$ cat config.mk
export PLATFORM = sky130hd
export DESIGN_NAME = memory_cycle_flat
export DESIGN_NICKNAME = d
export VERILOG_FILES = /design/src/rtl/memory_cycle_pkg.sv /design/src/rtl/memory_cycle_if.sv /design/src/rtl/mem_wait_ctrl.sv /design/src/rtl/memory_cycle.sv /design/src/flat_wrapper.sv
export SDC_FILE = /design/constraint.sdc
export NUM_CORES = 1
export LEC_CHECK = 0
export ABC_AREA = 1
export CORE_AREA = 2 2 121 123
export DETAILED_ROUTE_END_ITERATION = 10
export DIE_AREA = 0 0 123 125
export HOLD_SLACK_MARGIN = 0.05
export PLACE_DENSITY = 0.81
export RECOVER_POWER = 50
export SLEW_MARGIN = 20
export SYNTH_ARGS = -nofsm -noshare
export SYNTH_HDL_FRONTEND = slang
export SYNTH_SLANG_ARGS = --single-unit
$ cat constraint.sdc
create_clock -name clk -period 2.5 [get_ports clk]
set_clock_uncertainty 0.15 [all_clocks]
set_input_delay 0.25 -clock clk [delete_from_list [all_inputs] [get_ports clk]]
set_output_delay 0.25 -clock clk [all_outputs]
set_load 0.02 [all_outputs]
$ cat src/rtl/memory_cycle_pkg.sv
// Shared definitions for the memory stage: wait-FSM encoding, address
// alignment mask and default watchdog sizing.
package memory_cycle_pkg;

  typedef enum logic {
    ST_IDLE = 1'b0,
    ST_WAIT = 1'b1
  } wait_state_e;

  localparam logic [31:0] WORD_ALIGN_MASK        = 32'hFFFF_FFFC;
  localparam int unsigned DEFAULT_TIMEOUT_CYCLES = 255;
  localparam int unsigned DEFAULT_CNT_W          = 8;

endpackage

$ cat src/rtl/memory_cycle_if.sv
// Valid/ready data-memory bus between the memory stage (master) and the
// data memory (slave).
interface memory_cycle_if;

  logic        mem_req;
  logic        mem_we;
  logic [31:0] mem_addr;
  logic [31:0] mem_wdata;
  logic        mem_ready;
  logic [31:0] mem_rdata;

  modport master (
    output mem_req, mem_we, mem_addr, mem_wdata,
    input  mem_ready, mem_rdata
  );

  modport slave (
    input  mem_req, mem_we, mem_addr, mem_wdata,
    output mem_ready, mem_rdata
  );

endinterface

$ cat src/rtl/mem_wait_ctrl.sv
// Wait-state controller: tracks an outstanding access, runs the timeout
// watchdog and produces the request valid and the pipeline stall.
//
// state   | meaning
// IDLE    | no access outstanding, counter = 0
// WAIT    | request issued, mem_ready not yet seen
module mem_wait_ctrl
  import memory_cycle_pkg::*;
#(
  parameter int unsigned TIMEOUT_CYCLES = DEFAULT_TIMEOUT_CYCLES,
  parameter int unsigned CNT_W          = DEFAULT_CNT_W
) (
  input  logic clk,
  input  logic rst,
  input  logic access_i,
  input  logic misaligned_i,
  input  logic mem_ready_i,
  output logic mem_req_o,
  output logic stall_o,
  output logic timeout_hit_o
);

  localparam logic [CNT_W-1:0] TIMEOUT_VAL = CNT_W'(TIMEOUT_CYCLES);
  localparam logic [CNT_W-1:0] CNT_ONE     = CNT_W'(1);

  wait_state_e      state_q, state_d;
  logic [CNT_W-1:0] cnt_q, cnt_d;

  always_ff @(posedge clk or negedge rst) begin
    if (!rst) begin
      state_q <= ST_IDLE;
      cnt_q   <= '0;
    end else begin
      state_q <= state_d;
      cnt_q   <= cnt_d;
    end
  end

  always_comb begin
    state_d       = state_q;
    cnt_d         = cnt_q;
    timeout_hit_o = (state_q == ST_WAIT) && (cnt_q == TIMEOUT_VAL);
    // The watchdog hit withdraws the request so the access retires as aborted.
    mem_req_o     = access_i & ~misaligned_i & ~timeout_hit_o;
    stall_o       = mem_req_o & ~mem_ready_i;

    case (state_q)
      ST_IDLE: begin
        if (stall_o) begin
          state_d = ST_WAIT;
          cnt_d   = CNT_ONE;
        end else begin
          cnt_d   = '0;
        end
      end
      ST_WAIT: begin
        if (stall_o) begin
          if (cnt_q != TIMEOUT_VAL) cnt_d = cnt_q + CNT_ONE;
        end else begin
          state_d = ST_IDLE;
          cnt_d   = '0;
        end
      end
      default: begin
        state_d = ST_IDLE;
        cnt_d   = '0;
      end
    endcase
  end

endmodule

$ cat src/rtl/memory_cycle.sv
// Memory pipeline stage: issues loads/stores on the data-memory bus, stalls
// upstream while an access is outstanding and registers the M/W stage.
module memory_cycle
  import memory_cycle_pkg::*;
#(
  parameter int unsigned TIMEOUT_CYCLES = DEFAULT_TIMEOUT_CYCLES,
  parameter int unsigned CNT_W          = DEFAULT_CNT_W
) (
  input  logic                 clk,
  input  logic                 rst,
  input  logic                 RegWriteM,
  input  logic                 MemWriteM,
  input  logic                 ResultSrcM,
  input  logic [4:0]           RD_M,
  input  logic [31:0]          PCPlus4M,
  input  logic [31:0]          WriteDataM,
  input  logic [31:0]          ALU_ResultM,
  memory_cycle_if.master       mem,
  output logic                 StallM,
  output logic                 RegWriteW,
  output logic                 ResultSrcW,
  output logic [4:0]           RD_W,
  output logic [31:0]          PCPlus4W,
  output logic [31:0]          ALU_ResultW,
  output logic [31:0]          ReadDataW,
  output logic                 ErrW
);

  logic access;
  logic misaligned;
  logic mem_req;
  logic timeout_hit;
  logic abort;
  logic load_done;

  assign access     = MemWriteM | ResultSrcM;
  assign misaligned = access & (|(ALU_ResultM & ~WORD_ALIGN_MASK));

  mem_wait_ctrl #(
    .TIMEOUT_CYCLES (TIMEOUT_CYCLES),
    .CNT_W          (CNT_W)
  ) u_wait_ctrl (
    .clk           (clk),
    .rst           (rst),
    .access_i      (access),
    .misaligned_i  (misaligned),
    .mem_ready_i   (mem.mem_ready),
    .mem_req_o     (mem_req),
    .stall_o       (StallM),
    .timeout_hit_o (timeout_hit)
  );

  assign mem.mem_req   = mem_req;
  assign mem.mem_we    = MemWriteM;
  assign mem.mem_addr  = ALU_ResultM & WORD_ALIGN_MASK;
  assign mem.mem_wdata = WriteDataM;

  assign abort     = access & (misaligned | timeout_hit);
  assign load_done = mem_req & mem.mem_ready & ResultSrcM & ~MemWriteM;

  always_ff @(posedge clk or negedge rst) begin
    if (!rst) begin
      RegWriteW   <= 1'b0;
      ResultSrcW  <= 1'b0;
      RD_W        <= '0;
      PCPlus4W    <= '0;
      ALU_ResultW <= '0;
      ReadDataW   <= '0;
      ErrW        <= 1'b0;
    end else if (StallM) begin
      // Bubble: control bits cleared, data fields hold.
      RegWriteW  <= 1'b0;
      ResultSrcW <= 1'b0;
      ErrW       <= 1'b0;
    end else begin
      RegWriteW   <= RegWriteM & ~abort;
      ResultSrcW  <= ResultSrcM;
      RD_W        <= RD_M;
      PCPlus4W    <= PCPlus4M;
      ALU_ResultW <= ALU_ResultM;
      ReadDataW   <= load_done ? mem.mem_rdata : '0;
      ErrW        <= abort;
    end
  end

endmodule

$ cat src/flat_wrapper.sv
// flat-port wrapper written by rule: the top's interface ports become plain ports
module memory_cycle_flat import memory_cycle_pkg::*;
#(
  parameter int unsigned TIMEOUT_CYCLES = DEFAULT_TIMEOUT_CYCLES,
  parameter int unsigned CNT_W          = DEFAULT_CNT_W
)
  (clk, rst, RegWriteM, MemWriteM, ResultSrcM, RD_M, PCPlus4M, WriteDataM, ALU_ResultM, StallM, RegWriteW, ResultSrcW, RD_W, PCPlus4W, ALU_ResultW, ReadDataW, ErrW, mem_mem_req, mem_mem_we, mem_mem_addr, mem_mem_wdata, mem_mem_ready, mem_mem_rdata);
  memory_cycle_if mem_i ();
  input  logic clk;
  input  logic rst;
  input  logic RegWriteM;
  input  logic MemWriteM;
  input  logic ResultSrcM;
  input  logic [4:0] RD_M;
  input  logic [31:0] PCPlus4M;
  input  logic [31:0] WriteDataM;
  input  logic [31:0] ALU_ResultM;
  output logic StallM;
  output logic RegWriteW;
  output logic ResultSrcW;
  output logic [4:0] RD_W;
  output logic [31:0] PCPlus4W;
  output logic [31:0] ALU_ResultW;
  output logic [31:0] ReadDataW;
  output logic ErrW;
  output wire logic [$bits(mem_i.mem_req)-1:0] mem_mem_req;
  output wire logic [$bits(mem_i.mem_we)-1:0] mem_mem_we;
  output wire logic [$bits(mem_i.mem_addr)-1:0] mem_mem_addr;
  output wire logic [$bits(mem_i.mem_wdata)-1:0] mem_mem_wdata;
  input wire logic [$bits(mem_i.mem_ready)-1:0] mem_mem_ready;
  input wire logic [$bits(mem_i.mem_rdata)-1:0] mem_mem_rdata;
  assign mem_mem_req = mem_i.mem_req;
  assign mem_mem_we = mem_i.mem_we;
  assign mem_mem_addr = mem_i.mem_addr;
  assign mem_mem_wdata = mem_i.mem_wdata;
  assign mem_i.mem_ready = mem_mem_ready;
  assign mem_i.mem_rdata = mem_mem_rdata;
  memory_cycle #(.TIMEOUT_CYCLES(TIMEOUT_CYCLES), .CNT_W(CNT_W)) u_core (.clk(clk), .rst(rst), .RegWriteM(RegWriteM), .MemWriteM(MemWriteM), .ResultSrcM(ResultSrcM), .RD_M(RD_M), .PCPlus4M(PCPlus4M), .WriteDataM(WriteDataM), .ALU_ResultM(ALU_ResultM), .mem(mem_i), .StallM(StallM), .RegWriteW(RegWriteW), .ResultSrcW(ResultSrcW), .RD_W(RD_W), .PCPlus4W(PCPlus4W), .ALU_ResultW(ALU_ResultW), .ReadDataW(ReadDataW), .ErrW(ErrW));
endmodule
==> summary.md <==
| Metric | Value |
|---|---|
| Crit Path Max Fanout | `4` |
| Peak supply drop | `roughly 0.36 mV` |
| Final hold vios | `0` |
| WL per Instance | `around 16 µm` |
| Yosys top cell area share | `a little over half` |
| Largest net degree at the start of global routing | `103` |
| Syn-to-layout area delta | `49.9%` |
| CTS buffer count | `17` |
| Sequential share of the synthesized area | `53.0%` |
| Initial Util | `37.6%` |
| Fillcell total | `1,221` |
| Worst-path clk slew | `0.05 ns` |
| WP data required | `2.10 ns` |
| Vias/cell | `5.11` |
| Layout cells sized above 1 | `6.32%` |
| Commonest non-fill, non-tap cell in the layout | `clkdlybuf4s50_1` |
| Dpl hpwl | `9900 µm` |
| Internal power | `0.00397 W` |
| Area of the multi-input gates | `1720 µm²` |
| Outcome | `finished clean` |
| Max_cap viols | `0` |
| Crit path to | `StallM` |
| R2r setup slk | `about 0.27 ns` |
| Syn Inst Count | `586` |
| Power per cell area | `~660 nW/µm²` |
| Crit path capture type | `output port` |
| Synth Warn # | `0` |
| CTS max path bufs | `2` |
| Post-CTS setup buffer count | `0` |
| Cell Area, Synth | `5340 µm²` |
| Critical path's largest stage delay | `0.37 ns` |
| Static Leak | `3.78 nW` |
| Synth area leaders | `dfrtp_1 (53%), nand4_1 (16%), nand2_1 (13%)` |
| Setup WS post-layout | `0.152 ns` |
| Die area | `15,400 µm²` |
| Fin crit share | `93.9%` |
| Via count | `4,822` |
| Vias in the first global route | `4,640` |
| First-pass GRT wire length | `24,100 µm` |
| NetSw | `between 0.001 and 0.0015 W` |
| Cell Rows | `44` |
| Flop pwr share | `37.4%` |
| Post-route ant nets | `0` |
| Total power | `0.00528 W` |
| Worst Setup Start Kind | `flop` |
| Worst-margin pin slew | `between 1 and 1.5 ns` |
| Initial antenna violation count | `2` |
| I/O Pins | `310` |
| Most frequent cells in the layout | `clkdlybuf4s50_1 (189), nand2_1 (179), nand4_1 (135)` |
| R2R cell count | `7` |
| Core ar. | `14,200 µm²` |
| Pre-CTS WS | `0.148 ns` |
| Slew HR | `1.74%` |
| CP Launch Point | `u_core.u_wait_ctrl.cnt_q[0]$_DFFE_PN0P_` |
| Logic gate share of total power | `15.1%` |
| Critical path class | `flop to output port` |
| ANT cells | `0` |
| Drc violations | `0` |
| Synthesis-stage register bit count | `113` |
| FF+latch area | `2830 µm²` |
| Grt total ovfl | `0` |
| DRT iter0 DRCs | `between 200 and 300` |
| Min cycle time layout | `2.35 ns` |
| Fin cells | `944` |
| Pre-antenna DRT Iters | `4` |
| Clock sinks | `113` |
| PortBufs | `243` |
| Nets@finish | `slightly below 900` |
| Fin Setup TNS | `0 ns` |
| # placed instances | `around 910` |
| Setup violations, final | `0` |
| Power share of the clock group | `47.5%` |
| Synth area leader | `dfrtp_1` |
| Switch share | `24.7%` |
| Distinct cell type count after synthesis | `21` |
| TritonCTS clock tree | `done` |
| Latest clock arrival within the worst-skew pair | `between 0.4 and 0.5 ns` |
| CP max stage cell | `dfrtp_1` |
| Die W | `123 µm` |
| Fmax | `0.426 GHz` |
| Hold WC Path Type | `input pin to flop` |
| Mean Syn Cell Area | `9.11 µm²` |
| Reg2reg end | `u_core.u_wait_ctrl.cnt_q[7]$_DFFE_PN0P_` |
| Final GP Congestion | `0.802` |
| Final hold slack | `0.208 ns` |
| Crit-path cells | `ha_1 -> nand3_1 -> nor2_1 -> nand2_4 -> nand3_4 -> inv_1 -> dlygate4sd2_1` |
| Critical path arrival | `1.95 ns` |
| Clock Tree Root | `clkbuf_16` |
| GRT Util Overall | `20.0%` |
| Slew Limit Fails | `0` |
| Die H | `125 µm` |
| RSZ-0062 raised after global routing | `false` |
| Htree depth | `4` |
| DRT Wirelength | `15,200 µm` |
| R2r startpoint | `u_core.u_wait_ctrl.cnt_q[0]$_DFFE_PN0P_` |
-- area by class of cell --
| cell class | instances | area share (%) |
|---|---|---|
| Inverter | 14 | 0.672 |
| Multi-Input combinational cell | 345 | 21.5 |
| Sequential cell | 113 | 35.3 |
| Timing Repair Buffer | 256 | 31.9 |
| Clock buffer | 23 | 6.09 |
| Clock inverter | 9 | 1.61 |
| Tap cell | 184 | 2.88 |
-- flip-flops by register name, summed over array words and instances, names as in the netlist --
register	count
u_core.ALU_ResultW	32
u_core.PCPlus4W	32
u_core.ReadDataW	32
u_core.u_wait_ctrl.cnt_q	8
u_core.RD_W	5
u_core.ErrW	1
u_core.RegWriteW	1
u_core.ResultSrcW	1
u_core.u_wait_ctrl.state_q	1
-- kinds of logic (layout without fill, tap and decap cells) --
group | Yosys count | count (layout) | share of synthesized area (%)
and+or+nand+nor | 336 | 336 | 30.8
buffers and inverters | 129 | 302 | 15.1
DFF | 113 | 113 | 53.0
xor gates and xnor gates | 4 | 4 | 0.656
AOI/OAI and AO/OA | 2 | 2 | 0.187
adders and majority gates | 1 | 1 | 0.234
other | 1 | 2 | 0.0702
-- worst min path at each step --
stage | startpoint | end | cells past startpoint
after floorplan | rst | u_core.ALU_ResultW[0]$_DFFE_PN0P_ | 0
after global placement | rst | u_core.ErrW$_DFF_PN0_ | 1
after detailed placement | rst | u_core.ErrW$_DFF_PN0_ | 1
after CTS | rst | u_core.ErrW$_DFF_PN0_ | 2
after global routing | RegWriteM | u_core.RegWriteW$_DFF_PN0_ | 3
final | RegWriteM | u_core.RegWriteW$_DFF_PN0_ | 3
-- power by group through the flow --
stage	logic, W	clock network [W]	registers, W
5_1_grt	0.000854	0.00265	0.00198
6_report	0.000799	0.00251	0.00197
3_5_place_dp	0.000822	0	0.00200
2_1_floorplan	0.000313	0	0.00211
3_3_place_gp	0.000817	0	0.00200
4_1_cts	0.000825	0.00256	0.00197
-- worst max-delay path: cells and delay by family (launching register included) --
kind | cells | cell delay (ns)
and+or+nand+nor | 4 | 0.53
adders and majority gates | 1 | 0.23
DFF | 1 | 0.37
buffers and inverters | 2 | 0.41
-- stage by stage --
stage | utilization [%] | instance area (µm²)
CTS | 56.5 | 8020
finish | 56.4 | 8010
global placement | 52.1 | 7390
floorplan | - | 5340
detailed placement | 52.1 | 7390
global route | 56.4 | 8010
-- cells in the mapped netlist, drive strengths merged --
library cell and count:
xnor2 3, a21oi 2, conb 1, nand4 136
clkbuf 18, nand3 5, buf 97, nand2 180
dfrtp 113, nor3b 1, nor2 14, ha 1
inv 14, xor2 1
-- repair_timing --
item,CTS,global route
endpoints found under the setup margin,1,1
endpoints found under the hold margin,81,0
gates resized for setup,1,1
hold buffers,1,0
cloned,0,0
-- per-layer routing --
metal  vias to the layer above  wire (µm)  GRT usage (%)
met5                         -         23              0
met4                         4        354           8.49
met3                        32       1290           8.49
met2                       205       6900           28.6
met1                      2328       6600           26.4
li1                       2253          -              -
Note: power is estimated with default switching activity, not from simulation.
